--- config.mk ---
export PLATFORM = sky130hd
export DESIGN_NAME = mem_access_sequencer_flat
export DESIGN_NICKNAME = d
export VERILOG_FILES = /design/src/rtl/mem_access_sequencer_if.sv /design/src/rtl/mem_access_sequencer.sv /design/src/flat_wrapper.sv
export SDC_FILE = /design/constraint.sdc
export NUM_CORES = 1
export LEC_CHECK = 0
export CAP_MARGIN = 15
export CORE_MARGIN = 10
export CORE_UTILIZATION = 45
export DETAILED_ROUTE_END_ITERATION = 8
export PLACE_DENSITY = 0.72
export SLEW_MARGIN = 40
export SYNTH_ARGS = -nofsm -noshare
export SYNTH_HDL_FRONTEND = slang
export SYNTH_SLANG_ARGS = --single-unit
export TNS_END_PERCENT = 5
--- constraint.sdc ---
create_clock -name clk -period 2.5 [get_ports clk]
set_input_delay 0.375 -clock clk [delete_from_list [all_inputs] [get_ports clk]]
set_output_delay 0.375 -clock clk [all_outputs]
set_load 0.01 [all_outputs]
--- src/rtl/mem_access_sequencer_if.sv ---
// -----------------------------------------------------------------------------
// mem_access_sequencer_if
// Purpose : data-memory handshake bus between the MEM-stage sequencer and the
//           data memory. A strobe (read or write) is held with constant
//           address/data/enables until the memory answers with dmem_resp.
// Signals : dmem_read        strobe: read access
//           dmem_write       strobe: write access
//           dmem_address     byte address of the access
//           dmem_wdata       write data (lane-steered for byte stores)
//           dmem_byte_enable one enable per byte lane
//           dmem_resp        access complete (read data valid this cycle)
//           dmem_rdata       read data
// Modports: master = sequencer side, slave = memory side.
// -----------------------------------------------------------------------------
interface mem_access_sequencer_if #(
  parameter int DATA_WIDTH = 16,
  parameter int ADDR_WIDTH = 16
);
  localparam int NB = DATA_WIDTH / 8;

  logic                  dmem_read;
  logic                  dmem_write;
  logic [ADDR_WIDTH-1:0] dmem_address;
  logic [DATA_WIDTH-1:0] dmem_wdata;
  logic [NB-1:0]         dmem_byte_enable;
  logic                  dmem_resp;
  logic [DATA_WIDTH-1:0] dmem_rdata;

  modport master (
    output dmem_read, dmem_write, dmem_address, dmem_wdata, dmem_byte_enable,
    input  dmem_resp, dmem_rdata
  );

  modport slave (
    input  dmem_read, dmem_write, dmem_address, dmem_wdata, dmem_byte_enable,
    output dmem_resp, dmem_rdata
  );
endinterface

--- src/rtl/mem_access_sequencer.sv ---
// -----------------------------------------------------------------------------
// mem_access_sequencer
// Purpose : MEM-stage sequencer. Turns one load/store request (LDR/STR/LDB/STB/
//           LDI/STI) into one or two handshaked data-memory accesses, generates
//           byte enables / lane steering, stalls the pipeline until the
//           sequence completes, and guards each access with a response
//           watchdog. Flushes squash loads and pointer fetches without
//           cutting an access short.
// Ports   : clk, rst                 clock, synchronous active-high reset
//           req_valid/read/write     MEM-stage request and its direction
//           req_indirect, req_byte   pointer fetch first / byte-wide final access
//           req_addr, req_wdata      effective address, store data
//           flush                    squash of the MEM-stage instruction
//           stall                    freeze upstream stages (combinational)
//           rsp_valid, rsp_rdata     completion pulse and load result
//           err_timeout              sticky watchdog flag
//           dmem                     data-memory bus (master modport)
// Assumes DATA_WIDTH >= 16 (at least two byte lanes) and ADDR_WIDTH <= DATA_WIDTH.
// -----------------------------------------------------------------------------
module mem_access_sequencer #(
  parameter int DATA_WIDTH = 16,
  parameter int ADDR_WIDTH = 16,
  parameter int TIMEOUT    = 256
) (
  input  logic                    clk,
  input  logic                    rst,
  input  logic                    req_valid,
  input  logic                    req_read,
  input  logic                    req_write,
  input  logic                    req_indirect,
  input  logic                    req_byte,
  input  logic [ADDR_WIDTH-1:0]   req_addr,
  input  logic [DATA_WIDTH-1:0]   req_wdata,
  input  logic                    flush,
  output logic                    stall,
  output logic                    rsp_valid,
  output logic [DATA_WIDTH-1:0]   rsp_rdata,
  output logic                    err_timeout,
  mem_access_sequencer_if.master  dmem
);
  localparam int NB = DATA_WIDTH / 8;
  localparam int LB = $clog2(NB);
  localparam int CW = (TIMEOUT > 1) ? $clog2(TIMEOUT) : 1;
  localparam logic [CW-1:0] C_LAST = CW'((TIMEOUT > 0) ? (TIMEOUT - 1) : 0);

  typedef enum logic [1:0] {
    S_IDLE = 2'd0,
    S_PTR  = 2'd1,
    S_DATA = 2'd2,
    S_DONE = 2'd3
  } state_t;

  state_t                r_state;
  logic                  r_read, r_write, r_indirect, r_byte, r_flushed;
  logic [ADDR_WIDTH-1:0] r_addr, r_ptr;
  logic [DATA_WIDTH-1:0] r_wdata;
  logic [CW-1:0]         r_cnt;
  logic                  r_rsp_valid, r_err_timeout;
  logic [DATA_WIDTH-1:0] r_rsp_rdata;
  logic                  r_dmem_read, r_dmem_write;
  logic [ADDR_WIDTH-1:0] r_dmem_address;
  logic [DATA_WIDTH-1:0] r_dmem_wdata;
  logic [NB-1:0]         r_dmem_be;

  logic                  w_accept, w_issued, w_timeout, w_flush_now, w_dflush;
  logic [ADDR_WIDTH-1:0] w_base, w_d_addr;
  logic [NB-1:0]         w_d_be;
  logic [DATA_WIDTH-1:0] w_d_wdata, w_ld;

  function automatic logic [ADDR_WIDTH-1:0] f_word_addr(input logic [ADDR_WIDTH-1:0] a);
    f_word_addr = {a[ADDR_WIDTH-1:LB], {LB{1'b0}}};
  endfunction

  function automatic logic [NB-1:0] f_lane_en(input logic [ADDR_WIDTH-1:0] a, input logic is_byte);
    if (is_byte) f_lane_en = {{(NB-1){1'b0}}, 1'b1} << a[LB-1:0];
    else         f_lane_en = {NB{1'b1}};
  endfunction

  // Byte loads pick the addressed lane and zero-extend it.
  function automatic logic [DATA_WIDTH-1:0] f_load(input logic [DATA_WIDTH-1:0] d,
                                                   input logic [LB-1:0] lane,
                                                   input logic is_byte);
    logic [DATA_WIDTH-1:0] sh;
    sh = d >> {lane, 3'b000};
    f_load = is_byte ? {{(DATA_WIDTH-8){1'b0}}, sh[7:0]} : d;
  endfunction

  assign w_accept    = (r_state == S_IDLE) & req_valid & (req_read | req_write) & ~flush;
  assign stall       = req_valid & (req_read | req_write) & (r_state != S_DONE);
  assign w_issued    = r_dmem_read | r_dmem_write;
  assign w_timeout   = (TIMEOUT != 0) && w_issued && !dmem.dmem_resp && (r_cnt == C_LAST);
  assign w_flush_now = r_flushed | flush;
  // Stores are never squashed once in DATA; only loads honour a flush there.
  assign w_dflush    = r_read & w_flush_now;

  // While leaving PTR the base is the pointer arriving on dmem_rdata, so the
  // data access is issued back to back with the pointer fetch.
  assign w_base    = (r_state == S_PTR) ? dmem.dmem_rdata[ADDR_WIDTH-1:0]
                                        : (r_indirect ? r_ptr : r_addr);
  assign w_d_addr  = r_byte ? w_base : f_word_addr(w_base);
  assign w_d_be    = f_lane_en(w_base, r_byte);
  assign w_d_wdata = r_write ? (r_byte ? {NB{r_wdata[7:0]}} : r_wdata) : {DATA_WIDTH{1'b0}};
  assign w_ld      = f_load(dmem.dmem_rdata, w_base[LB-1:0], r_byte);

  assign rsp_valid             = r_rsp_valid;
  assign rsp_rdata             = r_rsp_rdata;
  assign err_timeout           = r_err_timeout;
  assign dmem.dmem_read        = r_dmem_read;
  assign dmem.dmem_write       = r_dmem_write;
  assign dmem.dmem_address     = r_dmem_address;
  assign dmem.dmem_wdata       = r_dmem_wdata;
  assign dmem.dmem_byte_enable = r_dmem_be;

  // Sequencer FSM: capture, issue, wait/watchdog, complete; all outputs registered.
  // An access's first cycle in PTR/DATA registers the strobes; they then hold until resp.
  always_ff @(posedge clk) begin
    if (rst) begin
      r_state        <= S_IDLE;
      r_read         <= 1'b0;
      r_write        <= 1'b0;
      r_indirect     <= 1'b0;
      r_byte         <= 1'b0;
      r_flushed      <= 1'b0;
      r_addr         <= {ADDR_WIDTH{1'b0}};
      r_ptr          <= {ADDR_WIDTH{1'b0}};
      r_wdata        <= {DATA_WIDTH{1'b0}};
      r_cnt          <= {CW{1'b0}};
      r_rsp_valid    <= 1'b0;
      r_err_timeout  <= 1'b0;
      r_rsp_rdata    <= {DATA_WIDTH{1'b0}};
      r_dmem_read    <= 1'b0;
      r_dmem_write   <= 1'b0;
      r_dmem_address <= {ADDR_WIDTH{1'b0}};
      r_dmem_wdata   <= {DATA_WIDTH{1'b0}};
      r_dmem_be      <= {NB{1'b0}};
    end else begin
      r_rsp_valid <= 1'b0;
      case (r_state)
        S_IDLE: begin
          r_flushed <= 1'b0;
          if (w_accept) begin
            r_read     <= req_read;
            r_write    <= req_write;
            r_indirect <= req_indirect;
            r_byte     <= req_byte;
            r_addr     <= req_addr;
            r_wdata    <= req_wdata;
            r_cnt      <= {CW{1'b0}};
            r_state    <= req_indirect ? S_PTR : S_DATA;
          end
        end
        S_PTR: begin
          if (!w_issued) begin
            if (w_flush_now) begin
              r_state <= S_IDLE;
            end else begin
              r_dmem_read    <= 1'b1;
              r_dmem_address <= f_word_addr(r_addr);
              r_dmem_be      <= {NB{1'b1}};
              r_dmem_wdata   <= {DATA_WIDTH{1'b0}};
              r_cnt          <= {CW{1'b0}};
            end
          end else if (dmem.dmem_resp) begin
            r_ptr <= dmem.dmem_rdata[ADDR_WIDTH-1:0];
            if (w_flush_now) begin
              r_dmem_read <= 1'b0;
              r_state     <= S_IDLE;
            end else begin
              r_dmem_read    <= r_read;
              r_dmem_write   <= r_write;
              r_dmem_address <= w_d_addr;
              r_dmem_be      <= w_d_be;
              r_dmem_wdata   <= w_d_wdata;
              r_cnt          <= {CW{1'b0}};
              r_state        <= S_DATA;
            end
          end else if (w_timeout) begin
            // A dead pointer fetch abandons the whole sequence.
            r_dmem_read   <= 1'b0;
            r_err_timeout <= 1'b1;
            if (w_flush_now) begin
              r_state <= S_IDLE;
            end else begin
              r_rsp_rdata <= {DATA_WIDTH{1'b0}};
              r_rsp_valid <= 1'b1;
              r_state     <= S_DONE;
            end
          end else begin
            r_cnt     <= r_cnt + CW'(1);
            r_flushed <= w_flush_now;
          end
        end
        S_DATA: begin
          if (!w_issued) begin
            if (w_dflush) begin
              r_state <= S_IDLE;
            end else begin
              r_dmem_read    <= r_read;
              r_dmem_write   <= r_write;
              r_dmem_address <= w_d_addr;
              r_dmem_be      <= w_d_be;
              r_dmem_wdata   <= w_d_wdata;
              r_cnt          <= {CW{1'b0}};
            end
          end else if (dmem.dmem_resp) begin
            r_dmem_read  <= 1'b0;
            r_dmem_write <= 1'b0;
            if (w_dflush) begin
              r_state <= S_IDLE;
            end else begin
              if (r_read) r_rsp_rdata <= w_ld;
              r_rsp_valid <= 1'b1;
              r_state     <= S_DONE;
            end
          end else if (w_timeout) begin
            r_dmem_read   <= 1'b0;
            r_dmem_write  <= 1'b0;
            r_err_timeout <= 1'b1;
            if (w_dflush) begin
              r_state <= S_IDLE;
            end else begin
              r_rsp_rdata <= {DATA_WIDTH{1'b0}};
              r_rsp_valid <= 1'b1;
              r_state     <= S_DONE;
            end
          end else begin
            r_cnt     <= r_cnt + CW'(1);
            r_flushed <= w_dflush;
          end
        end
        S_DONE: begin
          r_state <= S_IDLE;
        end
        default: begin
          r_state <= S_IDLE;
        end
      endcase
    end
  end
endmodule
--- src/flat_wrapper.sv ---
// flat-port wrapper written by rule: the top's interface ports become plain ports
module mem_access_sequencer_flat 
#(
  parameter int DATA_WIDTH = 16,
  parameter int ADDR_WIDTH = 16,
  parameter int TIMEOUT    = 256
)
  (clk, rst, req_valid, req_read, req_write, req_indirect, req_byte, req_addr, req_wdata, flush, stall, rsp_valid, rsp_rdata, err_timeout, dmem_dmem_read, dmem_dmem_write, dmem_dmem_address, dmem_dmem_wdata, dmem_dmem_byte_enable, dmem_dmem_resp, dmem_dmem_rdata);
  mem_access_sequencer_if #(.DATA_WIDTH(DATA_WIDTH), .ADDR_WIDTH(ADDR_WIDTH)) dmem_i ();
  input  logic clk;
  input  logic rst;
  input  logic req_valid;
  input  logic req_read;
  input  logic req_write;
  input  logic req_indirect;
  input  logic req_byte;
  input  logic [ADDR_WIDTH-1:0] req_addr;
  input  logic [DATA_WIDTH-1:0] req_wdata;
  input  logic flush;
  output logic stall;
  output logic rsp_valid;
  output logic [DATA_WIDTH-1:0] rsp_rdata;
  output logic err_timeout;
  output wire logic [$bits(dmem_i.dmem_read)-1:0] dmem_dmem_read;
  output wire logic [$bits(dmem_i.dmem_write)-1:0] dmem_dmem_write;
  output wire logic [$bits(dmem_i.dmem_address)-1:0] dmem_dmem_address;
  output wire logic [$bits(dmem_i.dmem_wdata)-1:0] dmem_dmem_wdata;
  output wire logic [$bits(dmem_i.dmem_byte_enable)-1:0] dmem_dmem_byte_enable;
  input wire logic [$bits(dmem_i.dmem_resp)-1:0] dmem_dmem_resp;
  input wire logic [$bits(dmem_i.dmem_rdata)-1:0] dmem_dmem_rdata;
  assign dmem_dmem_read = dmem_i.dmem_read;
  assign dmem_dmem_write = dmem_i.dmem_write;
  assign dmem_dmem_address = dmem_i.dmem_address;
  assign dmem_dmem_wdata = dmem_i.dmem_wdata;
  assign dmem_dmem_byte_enable = dmem_i.dmem_byte_enable;
  assign dmem_i.dmem_resp = dmem_dmem_resp;
  assign dmem_i.dmem_rdata = dmem_dmem_rdata;
  mem_access_sequencer #(.DATA_WIDTH(DATA_WIDTH), .ADDR_WIDTH(ADDR_WIDTH), .TIMEOUT(TIMEOUT)) u_core (.clk(clk), .rst(rst), .req_valid(req_valid), .req_read(req_read), .req_write(req_write), .req_indirect(req_indirect), .req_byte(req_byte), .req_addr(req_addr), .req_wdata(req_wdata), .flush(flush), .stall(stall), .rsp_valid(rsp_valid), .rsp_rdata(rsp_rdata), .err_timeout(err_timeout), .dmem(dmem_i));
endmodule
==> results.cfg, run 1 <==
[hold_path]
hold_start = rst
worstHoldPathType = in2reg

[detailed_routing]
vias = 5171
wl_per_cell_um = 17.9
wl_met2_mm = 7.77
drc = 0
routed.top_layer = met4
wl_met3_mm = 1.15
drt_iter0_drc = 591
wirelength_mm = 16.4
viasPerCell = 5.65
ant_nets = 0
detail_route.first_pass.iterations = 7
wl_met1_mm = 7.29

[clock_network]
cts_sinks = 117
cts_setup_buffers = 0
cts_buffers = 17
cts_tree = yes
hold_buffers = 0
ctsResizeCount = 0
worstSkewPairLatency_ns = 0.41
h-tree-depth = 4
root_buffer = clkbuf_16
path_clk_slew_ns = 0.05
cts_buffer_depth = 2

[setup_path]
crit_path_max_fanout = 17
crit_path_start = u_core.r_state[0]
startpoint_type = flip-flop
worstReg2RegStart = u_core.r_state[0]
required_ns = 2.83
crit_type = reg2reg
cp.arrival_ns = 2.66
crit_path_end_kind = flip-flop

[global_routing]
antenna_found_initial = 0
grt_pass1_vias = 5042
grt_overflow = 0
track_usage_pct = 19.4
grt_pass1_wl_mm = 25.9
grt_max_degree = 54

[die]
die_width_um = 127
die_area_mm2 = 0.0162
core-area_mm2 = 0.0113
io_pins = 112
initial_core_util_pct = 45.6
die_h_um = 127
rows = 39

[logic_synthesis]
yosys.area.top_type = dfxtp_1
yosysSeqAreaShare_pct = 45.4
synth_top_area_share_pct = 45.4
synth_area_leaders = dfxtp_1 (45%), nand2_1 (13%), a21oi_1 (9.4%)
syn_area_mm2 = 0.00516
async_flop_share_pct = 0
synth-main-ff-cell = dfxtp_1
post-synth-top-count-cell = nand2_1
syn_avg_cell_area_um2 = 7.89
ys_seq_elements = 117
synthCells = 654
synth_commonest_cells = nand2_1 (176), dfxtp_1 (117), a21oi_1 (97)
synth-edff-count = 0
synth_cell_types = 58
synth.yosys.warnings = 0
syn-num-nets = 718

[power_and_ir_drop]
total_power_mw = 6.61
comb_power_share_pct = 31.9
p_per_area_mw_per_mm2 = 937
power.internal_mw = 4.27
power.leakage_nw = 2.49
ir_drop_v = 0.000532
swShare_pct = 35.4
p_sw_mw = 2.34
pwr-share-clk_pct = 36.2
power_frac_seq_pct = 31.9

[layout]
final_area_mm2 = 0.00705
drive_gt1_share_pct = 9.57
nets = 824
antenna_cells = 0
area_growth_pct = 36.6
n_fill_cell = 990

[job]
drv_cap = 0

[timing]
slew_headroom_pct = 50.3
drv_slew = 0
fin_skew_ns = 0.00785
finalCritPeriodShare_pct = 93.0
setup-violations-final = 0
rsz0062_at_grt = no
fmax_mhz = 430
worstMarginPinSlew_ns = 0.745
whs_ns = 0.254
hold_viol_final = 0
fin_crit_ns = 2.33

[place]
post-dp-hpwl_mm = 11.9
placed_cell_area_mm2 = 0.00646
routabilityCongestion = 0.883
port_buffers = 111

[run_status]
status = finished clean
[cell usage in the layout (no fill, tap or decap), types with 3 or more instances in the layout]
master	count
clkbuf_16	17
nor2b_1	3
a31oi_1	7
buf_12	3
nand2_1	176
o2bb2ai_1	8
a22o_1	8
mux2i_1	10
o21ai_0	23
mux2_2	8
nor3_1	8
nand2b_1	4
and3_1	3
inv_1	10
nor2_1	21
a22oi_1	17
ha_1	7
buf_4	19
nand3_1	32
a211oi_1	4
a21oi_1	96
nand4_1	6
clkdlybuf4s50_1	110
clkinv_4	6
dfxtp_1	117
[layer usage]
layer	vias up	track usage, %
met4	0	6.97
met3	18	4.71
met5	-	0
met2	202	31.3
li1	2501	-
met1	2450	24.6
[layout make-up]
cell class / instances / area, um^2 / share of cell area [%]
multi-input cells: 480 / 2590 / 36.7
clock buffers: 19 / 443 / 6.28
flip-flops and latches: 117 / 2340 / 33.2
well taps: 143 / 179 / 2.54
inverters: 11 / 41.3 / 0.586
repair buffers: 133 / 1310 / 18.6
clock inverters: 13 / 150 / 2.13
[through the flow]
stage                     setup WS, ns  TNS (ns)  std cells  util [%]
after floorplan                  0.505         0        654         -
after global placement         -0.0583    -0.462        884      57.0
after detailed placement        0.0473         0        884      57.0
after CTS                        0.184         0        916      62.3
after global routing            0.0172         0        916      62.3
final                            0.174         0        916      62.3
[kinds of logic (layout without fill, tap and decap cells)]
logic type                 Yosys count  count (layout)  synth area share [%]
and+or+nand+nor                    269             269                  22.6
AOI/OAI and AO/OA                  186             186                  22.0
DFF                                117             117                  45.4
buffers and inverters               57             176                  4.63
muxes                               18              18                  3.68
adders and majority gates            7               7                  1.70
[registers in the layout, summed over array words and instances, names as in the netlist]
name and cells:
u_core.rsp_valid 1, u_core.r_flushed 1, u_core.r_write 1, u_core.r_byte 1, u_core.rsp_rdata 16, u_core.err_timeout 1
u_core.r_wdata 16, u_core.dmem.dmem_byte_enable 2, u_core.r_addr 16, u_core.r_cnt 8, u_core.dmem.dmem_address 16, u_core.dmem.dmem_write 1
u_core.r_indirect 1, u_core.r_read 1, u_core.r_ptr 16, u_core.r_state 2, u_core.dmem.dmem_wdata 16, u_core.dmem.dmem_read 1
[final timing paths]
| kind | cells past startpoint | slack [ns] | to |
|---|---|---|---|
| max | 8 | 0.17 | u_core.rsp_rdata[1] |
| min | 2 | 0.25 | u_core.r_state[1] |
| max reg2reg | 8 | 0.17 | u_core.rsp_rdata[1] |
| min reg2reg | 2 | 0.45 | u_core.r_ptr[3] |
[power groups by stage]
stage,Combinational (mW),Sequential [mW],Clock [mW]
after floorplan,1.26,2.13,0
after global placement,2.04,2.14,0
after detailed placement,2.06,2.14,0
after CTS,2.08,2.10,2.41
after global routing,2.29,2.12,2.49
final,2.11,2.11,2.39
[worst max-delay path: stages (launching register included)]
cell and delay (ns):
dfxtp_1 0.34, inv_1 0.13, ha_1 0.18, buf_4 0.22, inv_1 0.12, or4_1 0.53
a221o_1 0.38, buf_4 0.20, o2bb2ai_1 0.15
Power figures use the tool's default switching activity.
==> run 2, diff against run 1 <==
--- a/config.mk
+++ b/config.mk
@@ -6,9 +6,10 @@
 export NUM_CORES = 1
 export LEC_CHECK = 0
 export CAP_MARGIN = 15
-export CORE_MARGIN = 10
+export CORE_MARGIN = 3
 export CORE_UTILIZATION = 45
 export DETAILED_ROUTE_END_ITERATION = 8
+export GPL_TIMING_DRIVEN = 0
 export PLACE_DENSITY = 0.72
 export SLEW_MARGIN = 40
 export SYNTH_ARGS = -nofsm -noshare
==> run 2 against run 1 <==
Via count is 3.0% higher. Clock power fell by 2%. Sequential power about the same. Critical path type unchanged. Largest power group unchanged. Highest routed layer unchanged.
==> results.cfg, run 2 (same netlist as run 1, synthesis figures left out) <==
[global_routing]
track_usage_pct = 26.8
antenna_found_initial = 0
grt_max_degree = 17
grt_overflow = 0
grt_pass1_vias = 5144
grt_pass1_wl_mm = 26.8

[die]
die_area_mm2 = 0.0128
initial_core_util_pct = 46.8
rows = 38
die_width_um = 113
core-area_mm2 = 0.0110
io_pins = 112
die_h_um = 113

[layout]
layout_commonest_cell = nand2_1
antenna_cells = 0
ff_latch_area_mm2 = 0.00234
utilization_pct = 63.8
final_cell_mix = nand2_1 (176), dfxtp_1 (117), clkdlybuf4s50_1 (111), a21oi_1 (96), clkbuf_1 (35)
area_growth_pct = 36.3
n_fill_cell = 961
drive_gt1_share_pct = 8.27
multi_input_area_mm2 = 0.00260
nets = 849
final_area_mm2 = 0.00704

[timing]
rsz0062_at_grt = yes
whs_ns = 0.453
finalCritPeriodShare_pct = 95.5
setup_tns_ns = 0
fin_crit_ns = 2.39
worstMarginPinSlew_ns = 0.675
drv_slew = 0
setup-violations-final = 0
fmax_mhz = 419
hold_viol_final = 0
fin_skew_ns = 0.00702
slew_headroom_pct = 55.0

[setup_path]
crit_path_max_fanout = 7
worst-path-buf-inv = 2
crit_type = reg2reg
path_cells = inv_1 -> ha_1 -> nor2b_1 -> o21ai_2 -> o211ai_1 -> clkbuf_2 -> or3_1 -> a21oi_1
rrSetupSlack_ns = 0.11
startpoint_type = flip-flop
worstReg2RegStart = u_core.r_state[1]
path_delay_family = compound AO/OA/AOI/OAI gates
r2r-end = u_core.dmem.dmem_address[0]
required_ns = 2.84
slowest_delay_ns = 0.38
r2r_cells = 8
cp_slowest_cell = dfxtp_1
cp.arrival_ns = 2.73
crit_path_end_kind = flip-flop

[detailed_routing]
detail_route.first_pass.iterations = 6
wl_per_cell_um = 18.0
drc = 0
drt_iter0_drc = 692
viasPerCell = 5.68
ant_nets = 0
vias = 5327
wirelength_mm = 16.9

[place]
port_buffers = 111
post-dp-hpwl_mm = 12.4
routabilityCongestion = 0.911
placed_cell_area_mm2 = 0.00645

[clock_network]
h-tree-depth = 4
worstSkewPairLatency_ns = 0.41
root_buffer = clkbuf_16
cts_buffers = 17
cts_buffer_depth = 2
path_clk_slew_ns = 0.05
cts_tree = yes
cts_sinks = 117

[power_and_ir_drop]
power.leakage_nw = 2.47
total_power_mw = 6.51
p_per_area_mw_per_mm2 = 925
ir_drop_v = 0.000589

[hold_path]
hold_start = u_core.r_ptr[6]
holdPathEnd = u_core.r_ptr[6]
worstHoldPathType = reg2reg
min_path_cells = 2

[run_status]
status = finished clean

[job]
drv_cap = 0
run 2: routing by layer:
metal	wire (um)	share of wire [%]	vias to the layer above	global-route usage (%)
met5	0	0	-	0
met4	326	1.9	0	8.73
met3	1450	8.6	28	6.63
met2	7350	44	265	39.8
met1	7730	46	2478	38.3
li1	-	-	2556	-
run 2: final cells by class:
type	count	area share, %
multi-input cells	480	36.9
flip-flops and latches	117	33.3
repair buffers	112	15.9
clock buffers	23	6.51
plain buffers	46	2.90
well taps	140	2.49
clock inverters	9	1.48
inverters	11	0.587
run 2: through the flow:
stage / std cells / setup WS, ns
finish: 938 / 0.112
detailed placement: 905 / -0.154
CTS: 937 / 0.0810
global placement: 905 / -0.153
global route: 938 / -0.0425
floorplan: 654 / 0.505
run 2: tightest hold or removal path, delay by kind of cell, from the launching register on:
family / cells / cell delay [ns]
compound gates: 1 / 0.05
flops: 1 / 0.30
simple gates: 1 / 0.05
run 2: what timing repair did:
| action | 4_1_cts | 5_1_grt |
|---|---|---|
| buffers inserted | 0 | 0 |
| gates resized for setup | 1 | 10 |
| endpoints found under the setup margin | 2 | 26 |
| hold buffers | 0 | 0 |
run 2: how the worst max path moves through the flow:
stage               slack (ns)  cells after the start               from                      endpoint
floorplan                 0.50                      8  u_core.r_state[0]  u_core.dmem.dmem_address[15]
global placement         -0.15                      7     dmem_dmem_resp  u_core.dmem.dmem_address[15]
detailed placement       -0.15                      7     dmem_dmem_resp  u_core.dmem.dmem_address[15]
CTS                       0.08                      8  u_core.r_state[0]   u_core.dmem.dmem_address[9]
global route             -0.04                      8  u_core.r_state[1]   u_core.dmem.dmem_address[0]
finish                    0.11                      8  u_core.r_state[1]   u_core.dmem.dmem_address[0]
run 2: where the power goes:
part	internal, mW	total, mW	switching [mW]	leakage (nW)
registers	2.00	2.10	0.104	0.946
logic	0.678	2.07	1.39	1.25
clock network	1.48	2.34	0.851	0.271
total	4.16	6.51	2.35	2.47
